<file path="src/rtl/mem_loader_pkg.sv">
// Shared types and constants for the byte-stream program loader.
package mem_loader_pkg;

  localparam logic [7:0]  MAGIC_BYTE = 8'hA5;
  localparam int unsigned LEN_BYTES  = 4;

  typedef enum logic [2:0] {
    IDLE,
    LEN,
    DATA,
    CHECK,
    DONE,
    ERROR
  } state_e;

  typedef enum logic [1:0] {
    ERR_NONE    = 2'd0,
    ERR_LEN_OVF = 2'd1,
    ERR_CSUM    = 2'd2,
    ERR_TIMEOUT = 2'd3
  } err_code_e;

  // True while a frame is in flight and the idle watchdog must run.
  function automatic logic frame_active(input state_e s);
    return (s == LEN) || (s == DATA) || (s == CHECK);
  endfunction

endpackage

</file>
<file path="src/rtl/mem_loader_ctrl_timeout_counter.sv">
// Idle watchdog: down-counter reloaded on restart, expired at terminal count.
module timeout_counter #(
  parameter int unsigned CYCLES = 16
) (
  input  logic clk,
  input  logic rst,
  input  logic restart,
  input  logic enable,
  output logic expired
);

  localparam int unsigned   CW   = (CYCLES > 1) ? $clog2(CYCLES) : 1;
  // Loading CYCLES-1 makes expired rise during the CYCLES-th idle cycle.
  localparam logic [CW-1:0] LOAD = CW'(CYCLES - 1);

  logic [CW-1:0] cnt_q;

  always_ff @(posedge clk) begin
    if (rst) begin
      cnt_q <= LOAD;
    end else if (restart) begin
      cnt_q <= LOAD;
    end else if (enable && (cnt_q != '0)) begin
      cnt_q <= cnt_q - CW'(1);
    end
  end

  assign expired = enable && (cnt_q == '0);

endmodule

</file>
<file path="src/rtl/mem_loader_ctrl.sv">
// Loads a framed byte stream into instruction memory while holding the core in reset.
//   state | meaning
//   IDLE  | no frame seen since reset, waiting for magic byte
//   LEN   | collecting the 4-byte little-endian payload length
//   DATA  | writing payload bytes and accumulating the checksum
//   CHECK | comparing the trailing checksum byte
//   DONE  | image loaded, core released, waiting for magic byte
//   ERROR | load failed, core held, waiting for magic byte
module mem_loader_ctrl
  import mem_loader_pkg::*;
#(
  parameter int unsigned MEMORY_SIZE    = 8196,
  parameter logic [31:0] BASE_ADDR      = 32'h0,
  parameter int unsigned TIMEOUT_CYCLES = 1_000_000
) (
  input  logic        clk,
  input  logic        rst,
  input  logic [7:0]  rx_data,
  input  logic        rx_valid,
  output logic        rx_ready,
  output logic [31:0] mem_loader_write_addr,
  output logic [7:0]  mem_loader_write_data,
  output logic        mem_loader_write_en,
  output logic        cpu_reset_hold,
  output logic        load_done,
  output logic        load_error,
  output logic [1:0]  err_code
);

  localparam logic [31:0] MEM_SIZE_W = 32'(MEMORY_SIZE);
  localparam logic [31:0] LEN_LAST   = 32'(LEN_BYTES - 1);

  state_e      state_q, state_d;
  logic [31:0] len_q, len_d;
  logic [31:0] cnt_q, cnt_d;
  logic [7:0]  csum_q, csum_d;
  logic        rx_ready_q;
  logic        wen_q, wen_d;
  logic [31:0] waddr_q, waddr_d;
  logic [7:0]  wdata_q, wdata_d;
  logic        hold_q, hold_d;
  logic        done_q, done_d;
  logic        error_q, error_d;
  err_code_e   err_q, err_d;

  logic        hs;
  logic        active;
  logic        expired;
  logic [31:0] len_full;

  assign hs       = rx_valid && rx_ready_q;
  assign active   = frame_active(state_q);
  // Length arrives LSB first, so each new byte enters at the top.
  assign len_full = {rx_data, len_q[31:8]};

  timeout_counter #(
    .CYCLES (TIMEOUT_CYCLES)
  ) u_timeout (
    .clk     (clk),
    .rst     (rst),
    .restart (hs || !active),
    .enable  (active),
    .expired (expired)
  );

  always_ff @(posedge clk) begin
    if (rst) begin
      state_q <= IDLE;
    end else begin
      state_q <= state_d;
    end
  end

  always_comb begin
    state_d = state_q;
    len_d   = len_q;
    cnt_d   = cnt_q;
    csum_d  = csum_q;
    wen_d   = 1'b0;
    waddr_d = waddr_q;
    wdata_d = wdata_q;
    hold_d  = hold_q;
    done_d  = done_q;
    error_d = error_q;
    err_d   = err_q;

    unique case (state_q)
      IDLE, DONE, ERROR: begin
        if (hs && (rx_data == MAGIC_BYTE)) begin
          state_d = LEN;
          len_d   = '0;
          cnt_d   = '0;
          csum_d  = '0;
          hold_d  = 1'b1;
          done_d  = 1'b0;
          error_d = 1'b0;
          err_d   = ERR_NONE;
        end
      end
      LEN: begin
        if (hs) begin
          len_d = len_full;
          cnt_d = cnt_q + 32'd1;
          if (cnt_q == LEN_LAST) begin
            cnt_d = '0;
            if (len_full > MEM_SIZE_W) begin
              state_d = ERROR;
              error_d = 1'b1;
              err_d   = ERR_LEN_OVF;
            end else if (len_full == '0) begin
              state_d = CHECK;
            end else begin
              state_d = DATA;
            end
          end
        end
      end
      DATA: begin
        if (hs) begin
          wen_d   = 1'b1;
          waddr_d = BASE_ADDR + cnt_q;
          wdata_d = rx_data;
          csum_d  = csum_q + rx_data;
          cnt_d   = cnt_q + 32'd1;
          if (cnt_q == (len_q - 32'd1)) begin
            state_d = CHECK;
          end
        end
      end
      CHECK: begin
        if (hs) begin
          if (rx_data == csum_q) begin
            state_d = DONE;
            done_d  = 1'b1;
            hold_d  = 1'b0;
          end else begin
            state_d = ERROR;
            error_d = 1'b1;
            err_d   = ERR_CSUM;
          end
        end
      end
      default: state_d = IDLE;
    endcase

    // A handshake in the same cycle always wins over the watchdog.
    if (active && !hs && expired) begin
      state_d = ERROR;
      error_d = 1'b1;
      err_d   = ERR_TIMEOUT;
      wen_d   = 1'b0;
    end
  end

  always_ff @(posedge clk) begin
    if (rst) begin
      len_q      <= '0;
      cnt_q      <= '0;
      csum_q     <= '0;
      rx_ready_q <= 1'b0;
      wen_q      <= 1'b0;
      waddr_q    <= '0;
      wdata_q    <= '0;
      hold_q     <= 1'b0;
      done_q     <= 1'b0;
      error_q    <= 1'b0;
      err_q      <= ERR_NONE;
    end else begin
      len_q      <= len_d;
      cnt_q      <= cnt_d;
      csum_q     <= csum_d;
      rx_ready_q <= 1'b1;
      wen_q      <= wen_d;
      waddr_q    <= waddr_d;
      wdata_q    <= wdata_d;
      hold_q     <= hold_d;
      done_q     <= done_d;
      error_q    <= error_d;
      err_q      <= err_d;
    end
  end

  assign rx_ready              = rx_ready_q;
  assign mem_loader_write_en   = wen_q;
  assign mem_loader_write_addr = waddr_q;
  assign mem_loader_write_data = wdata_q;
  assign cpu_reset_hold        = hold_q;
  assign load_done             = done_q;
  assign load_error            = error_q;
  assign err_code              = err_q;

endmodule

</file>
<file path="config.mk">
export PLATFORM = sky130hd
export DESIGN_NAME = mem_loader_ctrl
export DESIGN_NICKNAME = d
export VERILOG_FILES = /design/src/rtl/mem_loader_pkg.sv /design/src/rtl/mem_loader_ctrl_timeout_counter.sv /design/src/rtl/mem_loader_ctrl.sv
export SDC_FILE = /design/constraint.sdc
export NUM_CORES = 1
export LEC_CHECK = 0
export CORE_ASPECT_RATIO = 2
export CORE_UTILIZATION = 63
export DETAILED_ROUTE_END_ITERATION = 7
export GPL_TIMING_DRIVEN = 0
export HOLD_SLACK_MARGIN = 0.1
export PLACE_DENSITY = 0.85
export SYNTH_ARGS = -nofsm -noshare
export SYNTH_HDL_FRONTEND = slang
export SYNTH_SLANG_ARGS = --single-unit
</file>
<file path="constraint.sdc">
create_clock -name clk -period 7.6 [get_ports clk]
set_input_delay 1.14 -clock clk [delete_from_list [all_inputs] [get_ports clk]]
set_output_delay 1.14 -clock clk [all_outputs]
set_load 0.05 [all_outputs]
</file>
==> parameters.txt, run 1 <==
Parameter                              Value

Run status
  Result of the run    finished clean

Critical path
  Crit-path cells    clkdlybuf4s50_1 > or4_4 > o32ai_2 > nand3_1 > nor4_1 > nand2_1 > or3_1 > a21oi_1
  Crit path max fanout    5
  Crit path buffers/inverters    1
  Crit path DAT    4.54 ns
  Worst EP required    7.96 ns
  Type of destination of the critical path    flop
  R2r startpoint    len_q[16]$_SDFFE_PP0P_
  Max stage delay cell, worst path    nor4_1
  Slowest Stage Delay on Critical Path    ~0.86 ns
  Top Family by Delay on Critical Path    simple AND/OR/NAND/NOR gates
  Kind of start point of the critical path    primary input
  Worst setup path startpoint    rx_data[1]
  Type of the worst setup path    in2reg

Route
  Iteration-0 DRC Markers    460
  Met2 wire length    11100 µm
  Top Layer Used    met4
  Met1 wire length    ~7400 µm
  Detailed-routed wire length on met3    1160 µm
  Final ANT Viol Nets    0
  Vias    between 7000 and 8000
  Via density per instance    roughly 6.3
  Per-cell routed wire length    18.7 µm
  Total iterations of the first detailed-routing run    5
  Remaining design rule violation count    0
  DRT Wirelength    21400 µm

STA
  F_max    0.239 GHz
  Fin. Hold Viols    0
  Finish-stage setup viols    0
  Relative slew slack    34.8%
  Min cycle time layout    ~4.2 ns
  Clock Skews    between 0.01 and 0.015 ns
  Final worst-path cycle share    54.9%
  Final sum of negative setup slack    0 ns
  Slew at the pin closest to its max-slew limit    0.968 ns
  Number of max-slew violations in the final report    0
  RSZ-0062 raised after global routing    no

Floorplan
  Std cell rows    between 50 and 60
  Area enclosed by the die boundary    12200 µm²
  Core area    11400 µm²
  I/O pin total    a little under 60
  Initial standard-cell utilization of the core    around two thirds
  Die Y    155 µm
  Chip Width    78.6 µm

Layout
  Area growth from synthesis to final layout    18.7%
  Final-stage net count    ~1000
  Number of inserted diodes    0
  FILL cells    833
  Post-layout instance count excluding filler cells    approximately 1100
  Share of final-layout standard cells stronger than drive strength 1    6.99%

Synth
  Prevailing post-synth register cell    dfxtp_1
  Number of instances in the synthesized netlist    912
  Post-Syn Area    7390 µm²
  Leading cell type by number of instances after synthesis    dfxtp_1
  Fraction of synthesized area in multiplexers    less than 1%
  Cell types occupying the most area after synthesis    dfxtp_1, nand2_1, xnor2_1
  Synth Area in Simple Gates    about 28%
  Count of synthesis-stage warnings from yosys    0
  Number of flops mapped to enable cells by yosys    0
  Portion of the post-synthesis area used by sequential elements    38.4%
  Count of cell types in the netlist    72
  Avg Cell Area, Syn    approximately 8 µm²
  Post-Synthesis Net Count    934
  Synth async-reset ratio    0%
  Synth Area in XOR/XNOR    9.59%
  Share of the synthesized area in compound gates (AO/OA/AOI/OAI)    around 16%
  Arithmetic-cell share of the synthesized area counting full adders, half adders and majority gates    1.96%
  Flip-flop and latch count after synthesis    142
  Largest family of logic cells by synthesized area    simple AND/OR/NAND/NOR gates
  Top cell types by occurrence after synthesis    dfxtp_1, nand2_1, nor2_1
  Largest area contributor in the netlist    dfxtp_1
  Area share of the largest cell type after synthesis    slightly below 40%

Placed design
  Number of buffer cells added on primary ports    57
  Post-DP HPWL    15500 µm
  Final RePlAce weighted congestion    between 0.9 and 1
  Number of placed instances with taps included    between 1000 and 1500

Clock tree
  Insertion delay to the later sink of the worst-skew pair    0.44 ns
  Buffers inserted during post-CTS setup optimization    0
  Max clock buf depth    2
  CTS tree    built
  Number of buffers created by CTS    17
  Master cell of the clock root buffer    clkbuf_16
  Hold buffer count at CTS    0
  Count of cells resized by post-cts repair    0
  Clock-pin slew reported for the worst setup and hold paths after clock tree synthesis    roughly 0.06 ns
  Clock H-tree levels    4
  Number of sinks on the clock net    142

Run
  Max-cap violations    0

GRT
  First-pass GRT wire length    34000 µm
  Initial antenna violation count    0
  Number of global-route vias before repair    ~6900
  Combined global-route utilization of all metal layers    36.2%
  Largest net degree at the start of global routing    17
  Leftover overflow at the end of global routing    0

Power
  Peak supply drop    about 0.17 mV
  P_leak    3.14 nW
  Power density over cell area    205 nW/µm²

Min path
  Hold path startpoint    mem_loader_write_addr[12]$_SDFFE_PP0P_
  Worst Hold Class    reg2reg
state kept, by name, summed over array words and instances (netlist names):
| signal | flops |
|---|---|
| csum_q | 8 |
| rx_ready | 1 |
| err_code | 2 |
| state_q | 3 |
| cpu_reset_hold | 1 |
| load_error | 1 |
| len_q | 32 |
| mem_loader_write_addr | 32 |
| load_done | 1 |
| u_timeout.cnt_q | 20 |
| mem_loader_write_en | 1 |
| mem_loader_write_data | 8 |
| cnt_q | 32 |
metal layers:
layer,GRT usage (%),vias to the layer above
met5,0,-
met4,29.6,0
met3,7.68,116
met2,63.9,306
met1,35.2,3365
li1,-,3383
stage by stage:
step           power, mW  worst slack [ns]  area (µm²)  hold WS (ns)  utilization (%)
4_1_cts             1.79              3.54        8780         0.455             77.3
2_1_floorplan      0.860              4.13        7390         0.447                -
5_1_grt             1.84              3.32        8780         0.469             77.3
3_3_place_gp       0.901              3.18        8140         0.441             71.7
3_5_place_dp       0.902              3.12        8140         0.447             71.7
6_report            1.80              3.42        8780         0.452             77.3
logic make-up (layout without fill, tap and decap cells):
| group | count (synthesis) | count (layout) |
|---|---|---|
| XOR/XNOR | 81 | 81 |
| flip-flops | 142 | 142 |
| multiplexers | 4 | 4 |
| AO/OA/AOI/OAI | 188 | 188 |
| AND/OR/NAND/NOR | 409 | 409 |
| buffers and inverters | 77 | 166 |
| adder cells (fa/ha/maj) | 11 | 11 |
report_power, final:
part	total (mW)	switching, mW	leakage [nW]	internal (mW)
clock	0.906	0.351	0.304	0.555
sequential	0.758	0.00771	1.14	0.750
combinational	0.134	0.0919	1.70	0.0425
total	1.80	0.450	3.14	1.35
cell type report:
cell class                 count  area, µm²  share of cell area, %
clock inverter                14        204                   2.32
tap                          142        178                   2.02
multi-input combinational    693       4140                   47.2
sequential                   142       2840                   32.4
inverter                      16       60.1                  0.684
timing repair buffer          57        571                   6.50
clock buffer                  18        429                   4.89
buffer                        61        350                   3.99
final timing paths:
kind / endpoint / slack (ns) / depth (start not counted)
worst max-delay path: cnt_q[31]$_SDFFE_PP0P_ / 3.42 / 8
worst min-delay path: mem_loader_write_addr[12]$_SDFFE_PP0P_ / 0.45 / 2
worst max register to register: state_q[0]$_SDFFE_PP0P_ / 4.18 / 9
worst min register to register: mem_loader_write_addr[12]$_SDFFE_PP0P_ / 0.45 / 2
placed cells by master (no fill, tap or decap), types with 16 or more instances in the layout:
cell,synthesis,layout
a21oi_1,79,79
a22oi_1,33,33
nor3_1,25,25
dfxtp_1,142,142
xor2_1,31,31
o21ai_0,24,24
xnor2_1,50,50
clkbuf_1,45,46
nand3_1,25,25
nor2_1,91,91
inv_1,16,16
clkbuf_16,0,17
clkdlybuf4s50_1,0,57
or3_1,16,16
nor4_1,32,32
nand2_1,136,136
worst reg2reg max path, stage by stage, from the launching register on:
cell	delay [ns]
dfxtp_1	0.30
clkbuf_1	0.23
nor4_1	0.55
nand2_1	0.26
o41ai_1	0.65
nand2_1	0.20
nor4_1	0.36
nor3_1	0.16
and4_1	0.32
a211o_1	0.27
(Power assumes the default switching activity.)
==> inputs of run 2 (changes only) <==
--- a/config.mk
+++ b/config.mk
@@ -6,11 +6,11 @@
 export NUM_CORES = 1
 export LEC_CHECK = 0
 export CORE_ASPECT_RATIO = 2
-export CORE_UTILIZATION = 63
+export CORE_UTILIZATION = 59
 export DETAILED_ROUTE_END_ITERATION = 7
 export GPL_TIMING_DRIVEN = 0
 export HOLD_SLACK_MARGIN = 0.1
-export PLACE_DENSITY = 0.85
+export PLACE_DENSITY = 0.81
 export SYNTH_ARGS = -nofsm -noshare
 export SYNTH_HDL_FRONTEND = slang
 export SYNTH_SLANG_ARGS = --single-unit
==> constraint.sdc (replaced) <==
create_clock -name clk -period 4.12 [get_ports clk]
set_input_delay 0.618 -clock clk [delete_from_list [all_inputs] [get_ports clk]]
set_output_delay 0.618 -clock clk [all_outputs]
set_load 0.05 [all_outputs]
==> parameters.txt, run 2 (same netlist as run 1, synthesis figures left out) <==
Parameter                              Value

Run status
  Result of the run    finished clean

Layout
  Area growth from synthesis to final layout    18.2%
  Number of inserted diodes    0 (unchanged)
  FILL cells    964 (+16%)
  Area of the multi-input gates    4140 µm² (unchanged)
  Share of final-layout standard cells stronger than drive strength 1    7.00% (+0.0070 points)
  Final-stage net count    1010 (unchanged)
  Commonest cells after routing, fill and taps aside    dfxtp_1, nand2_1, nor2_1
  Area taken by flip-flops and latches    2840 µm² (unchanged)
  Most common cell after layout, fill and taps aside    dfxtp_1
  Post-layout instance count excluding filler cells    1147 (+0.35%)

Placed design
  Placement-stage worst setup slack    0.161 ns (-2.96 ns)
  Number of placed instances with taps included    1116 (+0.45%)
  Post-DP HPWL    15400 µm (-0.89%)
  Number of buffer cells added on primary ports    57 (unchanged)
  Final RePlAce weighted congestion    1.00 (+1.7%)

STA
  RSZ-0062 raised after global routing    no
  Clock Skews    0.00982 ns (-0.00224 ns)
  Number of max-slew violations in the final report    0 (unchanged)
  Relative slew slack    35.8% (+0.93 points)
  Slew at the pin closest to its max-slew limit    0.955 ns (-0.0138 ns)
  F_max    about 0.28 GHz
  Finish-stage setup viols    0 (unchanged)
  Post-layout worst setup margin    0.536 ns (-2.89 ns)
  Final sum of negative setup slack    0 ns (unchanged)
  Fin. Hold Viols    0 (unchanged)
  Min cycle time layout    about 3.6 ns
  Final worst-path cycle share    87.0%

Clock tree
  Count of cells resized by post-cts repair    0 (unchanged)
  Hold buffer count at CTS    0 (unchanged)
  Clock-pin slew reported for the worst setup and hold paths after clock tree synthesis    0.06 ns (about the same)
  Max clock buf depth    2 (unchanged)
  Insertion delay to the later sink of the worst-skew pair    0.42 ns (-0.02 ns)
  Master cell of the clock root buffer    clkbuf_16
  Clock H-tree levels    4 (unchanged)
  CTS tree    built
  Number of buffers created by CTS    17 (unchanged)
  Number of sinks on the clock net    142 (unchanged)
  Buffers inserted during post-CTS setup optimization    0 (unchanged)

Critical path
  Type of destination of the critical path    flop
  Worst EP required    4.46 ns (-3.50 ns)
  Crit path max fanout    10 (+5)
  Worst setup path startpoint    rx_data[1]
  Crit-path cells    clkdlybuf4s50_1 > or4_4 > o32ai_2 > and2_1 > buf_6 > nand3_4 > nor4_2 > nand2_1 > or3_1 > a21oi_1
  Slowest Stage Delay on Critical Path    0.62 ns (-0.24 ns)
  Worst Setup EP    cnt_q[30]$_SDFFE_PP0P_
  Internal reg-to-reg setup slack    0.74 ns (-3.44 ns)
  Max stage delay cell, worst path    or4_4
  Kind of start point of the critical path    primary input
  R2r startpoint    len_q[16]$_SDFFE_PP0P_
  Critical register-to-register path endpoint    state_q[0]$_SDFFE_PP0P_
  Depth of the worst register-to-register path    9 (unchanged)
  Crit path DAT    3.93 ns (-0.61 ns)
  Type of the worst setup path    in2reg

Route
  Remaining design rule violation count    0 (unchanged)
  Per-cell routed wire length    18.0 µm (-4.1%)
  Total iterations of the first detailed-routing run    5 (unchanged)
  Via density per instance    6.09 (-2.9%)
  Vias    6988 (-2.5%)
  Iteration-0 DRC Markers    488 (+6.1%)
  DRT Wirelength    20600 µm (-3.8%)
  Final ANT Viol Nets    0 (unchanged)

Floorplan
  Area enclosed by the die boundary    13000 µm² (+6.6%)
  Std cell rows    57 (+3.6%)
  Chip Width    81.2 µm (+3.3%)
  Die Y    160 µm (+3.3%)
  Initial standard-cell utilization of the core    60.6% (-4.5 points)
  Core area    12200 µm² (+7.4%)
  I/O pin total    58 (unchanged)

Min path
  Worst Hold Class    reg2reg

GRT
  Number of global-route vias before repair    6731 (-3.1%)
  Leftover overflow at the end of global routing    0 (unchanged)
  Combined global-route utilization of all metal layers    33.3% (-2.9 points)
  Largest net degree at the start of global routing    17 (unchanged)
  First-pass GRT wire length    32800 µm (-3.5%)
  Initial antenna violation count    0 (unchanged)

Power
  Peak supply drop    0.354 mV (+110%)
  P_leak    3.13 nW (-0.52%)
  Power density over cell area    365 nW/µm² (+78%)

Run
  Max-cap violations    0 (unchanged)
## run 2: critical path: cells and delay by family
| family | cells | cell delay (ns) |
|---|---|---|
| buf+inv | 2 | 0.73 |
| simple gates | 6 | 2.09 |
| compound gates | 2 | 0.48 |
## run 2: cell type report
cell class	instances	share of cell area, %
plain buffers	61	4.01
clock buffers	18	5.02
clock inverters	13	1.77
inverters	16	0.687
multi-input cells	693	47.4
flip-flops and latches	142	32.5
well taps	147	2.10
repair buffers	57	6.53
## run 2: worst min-delay path by stage
stage | startpoint | endpoint | cells past startpoint
2_1_floorplan | csum_q[2]$_SDFFE_PP0P_ | csum_q[2]$_SDFFE_PP0P_ | 2
3_3_place_gp | mem_loader_write_addr[6]$_SDFFE_PP0P_ | mem_loader_write_addr[6]$_SDFFE_PP0P_ | 2
3_5_place_dp | mem_loader_write_addr[9]$_SDFFE_PP0P_ | mem_loader_write_addr[9]$_SDFFE_PP0P_ | 2
4_1_cts | mem_loader_write_addr[9]$_SDFFE_PP0P_ | mem_loader_write_addr[9]$_SDFFE_PP0P_ | 2
5_1_grt | mem_loader_write_addr[9]$_SDFFE_PP0P_ | mem_loader_write_addr[9]$_SDFFE_PP0P_ | 2
6_report | mem_loader_write_addr[4]$_SDFFE_PP0P_ | mem_loader_write_addr[4]$_SDFFE_PP0P_ | 2
## run 2: through the flow
stage / util, % / hold WS [ns] / instance area [µm²] / power [mW]
floorplan: - / 0.447 / 7390 / 1.59
global placement: 66.8 / 0.441 / 8150 / 1.66
detailed placement: 66.8 / 0.446 / 8150 / 1.67
CTS: 71.7 / 0.454 / 8740 / 3.19
global route: 71.7 / 0.469 / 8740 / 3.28
finish: 71.7 / 0.452 / 8740 / 3.20
## run 2: layer usage
layer,track usage (%),routed length (µm),vias to the layer above
met2,57.8,10800,221
met4,26.4,1610,0
met3,6.42,836,96
met5,0,0,-
li1,-,-,3381
met1,33.1,7370,3290
## run 2: power by group
group / switching (mW) / internal, mW / total [mW]
Sequential: 0.0139 / 1.38 / 1.40
Combinational: 0.165 / 0.0783 / 0.244
Clock: 0.634 / 0.920 / 1.55
Total: 0.814 / 2.38 / 3.20
